## src/rtl/multicycle_alu.sv

```systemverilog
// multicycle_alu: registered EX-stage ALU. Logic, add/sub, compare, shift and LUI
// complete in one cycle; unsigned multiply (shift-add) and divide (restoring)
// iterate one bit per cycle. Results are presented as a HI/LO pair with a done pulse.
//
//   state  | meaning
//   -------+-----------------------------------------------------------
//   S_IDLE | waiting for start; single-cycle ops complete from here
//   S_MUL  | shift-add multiply iterations in progress, busy high
//   S_DIV  | restoring divide iterations in progress, busy high
module multicycle_alu #(
   parameter int WIDTH   = 32,
   parameter int SHAMT_W = $clog2(WIDTH),
   parameter int CNT_W   = $clog2(WIDTH + 1)
) (
   input  logic               clk,
   input  logic               reset,
   input  logic               start,
   input  logic [3:0]         ALUOperation,
   input  logic [WIDTH-1:0]   A,
   input  logic [WIDTH-1:0]   B,
   input  logic [SHAMT_W-1:0] ALUShamt,
   output logic               busy,
   output logic               done,
   output logic [WIDTH-1:0]   ALUResult,
   output logic [WIDTH-1:0]   ALUResultHi,
   output logic               Zero,
   output logic               DivByZero
);

   localparam logic [3:0] OP_AND  = 4'b0000;
   localparam logic [3:0] OP_OR   = 4'b0001;
   localparam logic [3:0] OP_NOR  = 4'b0010;
   localparam logic [3:0] OP_ADD  = 4'b0011;
   localparam logic [3:0] OP_SLL  = 4'b0100;
   localparam logic [3:0] OP_SRL  = 4'b0101;
   localparam logic [3:0] OP_ADDI = 4'b0110;
   localparam logic [3:0] OP_ORI  = 4'b0111;
   localparam logic [3:0] OP_LUI  = 4'b1000;
   localparam logic [3:0] OP_ANDI = 4'b1001;
   localparam logic [3:0] OP_SUB  = 4'b1010;
   localparam logic [3:0] OP_SLT  = 4'b1011;
   localparam logic [3:0] OP_SRA  = 4'b1100;
   localparam logic [3:0] OP_MULTU = 4'b1101;
   localparam logic [3:0] OP_DIVU = 4'b1110;

   typedef enum logic [1:0] {S_IDLE, S_MUL, S_DIV} state_t;

   state_t           r_state;
   logic [WIDTH-1:0] r_hi;     // product high half / partial remainder
   logic [WIDTH-1:0] r_lo;     // multiplier shifting out, product low bits / quotient
   logic [WIDTH-1:0] r_opnd;   // multiplicand or divisor
   logic [CNT_W-1:0] r_cnt;

   logic [WIDTH-1:0] w_res;
   logic             w_slt;
   logic             w_is_div;
   logic [WIDTH-1:0] w_hi_in;
   logic [WIDTH-1:0] w_lo_in;
   logic [WIDTH-1:0] w_opnd_in;
   logic [WIDTH:0]   w_mul_sum;
   logic [WIDTH:0]   w_div_shift;
   logic [WIDTH-1:0] w_div_diff;
   logic             w_div_ge;
   logic [WIDTH-1:0] w_hi_nx;
   logic [WIDTH-1:0] w_lo_nx;

   assign w_slt = ($signed(A) < $signed(B));

   // single-cycle result, evaluated straight from the live inputs while idle
   always_comb begin
      w_res = '0;
      case (ALUOperation)
         OP_AND, OP_ANDI: w_res = A & B;
         OP_OR,  OP_ORI:  w_res = A | B;
         OP_NOR:          w_res = ~(A | B);
         OP_ADD, OP_ADDI: w_res = A + B;
         OP_SLL:          w_res = A << ALUShamt;
         OP_SRL:          w_res = A >> ALUShamt;
         OP_LUI:          w_res = B << (WIDTH / 2);
         OP_SUB:          w_res = A - B;
         OP_SLT:          w_res = {{(WIDTH-1){1'b0}}, w_slt};
         OP_SRA:          w_res = $unsigned($signed(A) >>> ALUShamt);
         default:         w_res = '0;
      endcase
   end

   // one multiply/divide iteration; in IDLE it runs on the freshly loaded operands
   // so the launch edge already performs the first of the WIDTH iterations
   always_comb begin
      if (r_state == S_IDLE) begin
         w_is_div  = (ALUOperation == OP_DIVU);
         w_hi_in   = '0;
         w_lo_in   = w_is_div ? A : B;
         w_opnd_in = w_is_div ? B : A;
      end else begin
         w_is_div  = (r_state == S_DIV);
         w_hi_in   = r_hi;
         w_lo_in   = r_lo;
         w_opnd_in = r_opnd;
      end
      w_mul_sum   = {1'b0, w_hi_in} + (w_lo_in[0] ? {1'b0, w_opnd_in} : '0);
      w_div_shift = {w_hi_in, w_lo_in[WIDTH-1]};
      w_div_ge    = (w_div_shift >= {1'b0, w_opnd_in});
      // remainder stays below the divisor, so the low WIDTH bits hold the true difference
      w_div_diff  = w_div_shift[WIDTH-1:0] - w_opnd_in;
      if (w_is_div) begin
         w_hi_nx = w_div_ge ? w_div_diff : w_div_shift[WIDTH-1:0];
         w_lo_nx = {w_lo_in[WIDTH-2:0], w_div_ge};
      end else begin
         w_hi_nx = w_mul_sum[WIDTH:1];
         w_lo_nx = {w_mul_sum[0], w_lo_in[WIDTH-1:1]};
      end
   end

   // control FSM with registered outputs; reset aborts any iteration silently
   always_ff @(posedge clk) begin
      if (reset) begin
         r_state     <= S_IDLE;
         r_hi        <= '0;
         r_lo        <= '0;
         r_opnd      <= '0;
         r_cnt       <= '0;
         busy        <= 1'b0;
         done        <= 1'b0;
         ALUResult   <= '0;
         ALUResultHi <= '0;
         Zero        <= 1'b1;
         DivByZero   <= 1'b0;
      end else begin
         done <= 1'b0;
         case (r_state)
            S_IDLE: begin
               if (start) begin
                  if (ALUOperation == OP_MULTU) begin
                     r_hi    <= w_hi_nx;
                     r_lo    <= w_lo_nx;
                     r_opnd  <= A;
                     r_cnt   <= CNT_W'(WIDTH - 1);
                     busy    <= 1'b1;
                     r_state <= S_MUL;
                  end else if (ALUOperation == OP_DIVU && B != '0) begin
                     r_hi    <= w_hi_nx;
                     r_lo    <= w_lo_nx;
                     r_opnd  <= B;
                     r_cnt   <= CNT_W'(WIDTH - 1);
                     busy    <= 1'b1;
                     r_state <= S_DIV;
                  end else if (ALUOperation == OP_DIVU) begin
                     ALUResult   <= '1;
                     ALUResultHi <= A;
                     Zero        <= 1'b0;
                     DivByZero   <= 1'b1;
                     done        <= 1'b1;
                  end else begin
                     ALUResult   <= w_res;
                     ALUResultHi <= '0;
                     Zero        <= (w_res == '0);
                     DivByZero   <= 1'b0;
                     done        <= 1'b1;
                  end
               end
            end
            S_MUL, S_DIV: begin
               r_hi  <= w_hi_nx;
               r_lo  <= w_lo_nx;
               r_cnt <= r_cnt - CNT_W'(1);
               if (r_cnt == CNT_W'(1)) begin
                  ALUResult   <= w_lo_nx;
                  ALUResultHi <= w_hi_nx;
                  Zero        <= (w_lo_nx == '0);
                  DivByZero   <= 1'b0;
                  done        <= 1'b1;
                  busy        <= 1'b0;
                  r_state     <= S_IDLE;
               end
            end
            default: r_state <= S_IDLE;
         endcase
      end
   end

endmodule

```

## config.mk

```make
export PLATFORM = sky130hd
export DESIGN_NAME = multicycle_alu
export DESIGN_NICKNAME = d
export VERILOG_FILES = /design/src/rtl/multicycle_alu.sv
export SDC_FILE = /design/constraint.sdc
export NUM_CORES = 1
export LEC_CHECK = 0
export BUFFER_PORTS_ARGS = -buffer_cell sky130_fd_sc_hd__buf_2
export CELL_PAD_IN_SITES_DETAIL_PLACEMENT = 1
export CELL_PAD_IN_SITES_GLOBAL_PLACEMENT = 2
export CORE_MARGIN = 1.5
export CORE_UTILIZATION = 33
export DETAILED_ROUTE_END_ITERATION = 7
export PLACE_DENSITY_LB_ADDON = 0.1
export SETUP_SLACK_MARGIN = 0.02
export SYNTH_ARGS = -nofsm -noshare
export SYNTH_HDL_FRONTEND = slang
export SYNTH_SLANG_ARGS = --single-unit
```

## constraint.sdc

```tcl
create_clock -name clk -period 5.3 [get_ports clk]
set_input_delay 0.795 -clock clk [delete_from_list [all_inputs] [get_ports clk]]
set_output_delay 0.795 -clock clk [all_outputs]
set_load 0.005 [all_outputs]
```

==> load_flow_metrics.sql <==
INSERT INTO impl_metrics (metric_group, metric, value, unit) VALUES
('sta', 'final.setup_skew', '19.2', 'ps'),
('power_and_ir_drop', 'cellPowerDensity', '203', 'nW/um^2'),
('cells_and_area', 'finish.net_count', '3940', ''),
('logic_synthesis', 'avgSynthCellArea', '7.08', 'sq um'),
('grt', 'global_route_wire_length_before_repair', '222', 'mm'),
('clock_network', 'clockBufferDepth', '2', ''),
('worst_setup_path', 'slowest_delay', '600', 'ps'),
('worst_setup_path', 'setup.worst_path.end_class', 'flop', ''),
('cells_and_area', 'area.growth.synth_to_final', '20.8', '%'),
('worst_setup_path', 'timing.critical_path.cells', 'inv_1 > ha_4 > buf_4 > o21ai_0 > ha_1 > a21o_1 > or3_1 > o21ai_1 > a211oi_1 > o31a_1 > nor4_1 > or2_2 > buf_12 > nand2_1 > a31oi_1 > buf_4 > buf_4 > nand2_1 > a21oi_1', ''),
('floorplanning', 'chipHeight', '272', 'microns'),
('run_status', 'outcome', 'finished clean', ''),
('worst_setup_path', 'critical_path_peak_fanout', '23', ''),
('sta', 'timing.final.setup_violations', '0', ''),
('sta', 'hold_violations', '0', ''),
('power_and_ir_drop', 'ir_drop', '0.171', 'mV'),
('routing', 'post-route-drc-count', '0', ''),
('floorplanning', 'fp-row-count', '98', ''),
('clock_network', 'cts-buffers-inserted', '17', ''),
('worst_setup_path', 'cpLargestDelayFamily', 'compound AO/OA/AOI/OAI gates', ''),
('floorplanning', 'die-area', '73700', 'sq um'),
('power_and_ir_drop', 'power_leakage', '0.0123', 'uW'),
('routing', 'drtAntennaViolNets', '0', ''),
('grt', 'first_global_vias', '30200', ''),
('sta', 'max_clock_freq', '201', 'MHz'),
('clock_network', 'postCtsResizedCells', '0', ''),
('logic_synthesis', 'postSynthRegisterBits', '172', ''),
('routing', 'drt-pass1-iter-count', '5', ''),
('job', 'cap_violations', '0', ''),
('routing', 'wl_per_cell', '33.9', 'microns'),
('logic_synthesis', 'dominant_register_cell_in_the_synthesized_netlist', 'sky130_fd_sc_hd__dfxtp_1', ''),
('grt', 'gr_util_all_layers', '0.414', ''),
('clock_network', 'post-cts-setup-buffer-count', '0', ''),
('worst_setup_path', 'setup.worst_path.start_class', 'flop', ''),
('clock_network', 'tritoncts_clock_tree', 'yes', ''),
('clock_network', 'cts_root_buffer', 'sky130_fd_sc_hd__clkbuf_16', ''),
('cells_and_area', 'post-route-util', '0.402', ''),
('clock_network', 'clk_pin_slew_worst_paths', '80', 'ps'),
('worst_setup_path', 'crit_top_cell', 'sky130_fd_sc_hd__buf_4', ''),
('logic_synthesis', 'synth.top_cell.area_share', '0.145', ''),
('logic_synthesis', 'yosys.area.top_type', 'sky130_fd_sc_hd__dfxtp_1', ''),
('logic_synthesis', 'synth_fp_nets', '3618', ''),
('sta', 'timing_worst_slew_pin_value', '1400', 'ps'),
('worst_setup_path', 'path_class', 'reg -> reg', ''),
('logic_synthesis', 'synth_enable_flop_cells', '0', ''),
('hold_path', 'hold_path_class', 'reg -> reg', ''),
('place', 'routabilityCongestion', '1.06', ''),
('place', 'port-buffer-count', '143', ''),
('routing', 'viasPerCell', '6.60', ''),
('clock_network', 'cts-htree-levels', '4', ''),
('grt', 'grt_overflow', '0', ''),
('worst_setup_path', 'wp_buf_inv', '5', ''),
('logic_synthesis', 'seq_area_frac_synth', '0.145', ''),
('sta', 'slew_headroom', '0.0638', ''),
('sta', 'sum_neg_setup_slack', '0', 'ps'),
('clock_network', 'worst_skew_pair.late_latency', '480', 'ps'),
('sta', 'slew_violations', '0', ''),
('sta', 'rsz0062_at_grt', 'false', ''),
('clock_network', 'holdBufCountCts', '0', ''),
('logic_synthesis', 'synth_warnings', '0', ''),
('floorplanning', 'floorplan.die.width', '272', 'microns'),
('floorplanning', 'start_util', '0.333', ''),
('clock_network', 'clock_sinks', '172', ''),
('worst_setup_path', 'critPathSlowestCell', 'sky130_fd_sc_hd__o21ai_0', ''),
('place', 'post_dp_cell_area', '28100', 'sq um'),
('sta', 'final_cycle_utilization_of_the_critical_path', '0.940', ''),
('grt', 'antenna_violations_before_repair', '15', ''),
('worst_setup_path', 'worst_ep_arrival_time', '5390', 'ps'),
('routing', 'via_count', '30700', ''),
('routing', 'wirelength', '158', 'mm'),
('logic_synthesis', 'synth_area', '23800', 'sq um');
## area by class of cell
| type | count | area [sq um] |
|---|---|---|
| inverters | 134 | 503 |
| flip-flops and latches | 172 | 3440 |
| clock buffers | 17 | 425 |
| multi-input cells | 2765 | 18700 |
| fillers | 9016 | 42700 |
| well taps | 950 | 1190 |
| clock inverters | 15 | 168 |
| repair buffers | 593 | 4310 |
| diodes | 9 | 22.5 |
## final timing paths
path                    from       end  slack [ps]  cells after the start
setup / recovery  r_state[1]  r_hi[20]         320                     19
hold / removal      r_hi[14]  r_hi[14]         450                      2
setup reg to reg  r_state[1]  r_hi[20]         320                     19
hold reg to reg     r_hi[14]  r_hi[14]         450                      2
## flip-flops by register name, indices dropped and copies added, names as in the netlist
name	flops
r_state	2
ALUResultHi	32
r_hi	32
Zero	1
r_opnd	32
done	1
ALUResult	32
DivByZero	1
r_lo	32
r_cnt	6
busy	1
## worst min-delay path, delay by kind of cell, from the launching register on
kind / cells / cell delay (ps)
AND/OR/NAND/NOR: 1 / 50
AO/OA/AOI/OAI: 1 / 50
flip-flops: 1 / 310
## cell usage after synthesis, drive strengths merged, types with 20 or more instances
| master | number |
|---|---|
| a211oi | 129 |
| nand3 | 67 |
| mux2i | 100 |
| mux4 | 54 |
| buf | 81 |
| xor2 | 22 |
| nand2 | 379 |
| a21o | 58 |
| o211ai | 73 |
| a221oi | 52 |
| a21oi | 277 |
| xnor2 | 52 |
| clkbuf | 209 |
| o21ai | 168 |
| ha | 177 |
| dfxtp | 172 |
| nor3 | 78 |
| and3 | 24 |
| nor4 | 39 |
| inv | 132 |
| nand4 | 31 |
| nor2b | 52 |
| nor2 | 410 |
| o22ai | 29 |
| o21bai | 29 |
| o31ai | 20 |
| a311oi | 23 |
| a22oi | 28 |
| nand2b | 36 |
| a31oi | 63 |
## power by group
| group | switching [uW] | internal (uW) | total (uW) | leakage [uW] |
|---|---|---|---|---|
| clock | 714 | 639 | 1350 | 0.000282 |
| combinational | 1970 | 1070 | 3040 | 0.0106 |
| sequential | 64.5 | 1390 | 1460 | 0.00141 |
| total | 2740 | 3100 | 5850 | 0.0123 |
## stage by stage
step | instances | power (uW)
3_5_place_dp | 4609 | 4400
2_1_floorplan | 3361 | 2970
6_report | 4655 | 5850
5_1_grt | 4647 | 6040
4_1_cts | 4641 | 5750
3_3_place_gp | 4609 | 4350
## layer usage
layer | wire, microns | share of wire | GRT usage
met5 | 51 | 0.00032 | 0
met4 | 9580 | 0.061 | 0.219
met3 | 14800 | 0.094 | 0.0973
met2 | 65700 | 0.42 | 0.611
met1 | 67800 | 0.43 | 0.555
## cell usage in the layout (no fill, tap or decap), drive strengths merged, types with 14 or more instances in the layout
master   count
and3        24
o31ai       20
ha         177
xnor2       52
a211oi     129
a211o       17
a31oi       63
mux4        54
nand4       31
o21ai      168
o22ai       29
nand2b      36
nor2b       52
a21oi      277
a21o        58
nor4        39
mux2        19
o221ai      19
mux2i      100
o211ai      73
o21bai      29
a311oi      23
nand3       67
nand2      379
o21a        15
nor3        78
inv        141
dfxtp      172
buf        593
a22oi       28
o2111ai     14
nor2       410
xor2        22
clkbuf      17
a221oi      52
## kinds of logic (layout without fill, tap and decap cells)
family / Yosys count / count (layout) / share of synthesized area
fa+ha+maj: 181 / 181 / 0.0964
compound gates: 1142 / 1142 / 0.327
xor+xnor: 74 / 74 / 0.0272
mux: 173 / 173 / 0.103
simple gates: 1195 / 1195 / 0.228
other cells: 0 / 9 / 0
buf+inv: 424 / 759 / 0.0746
flops: 172 / 172 / 0.145
Power figures use the tool's default switching activity.
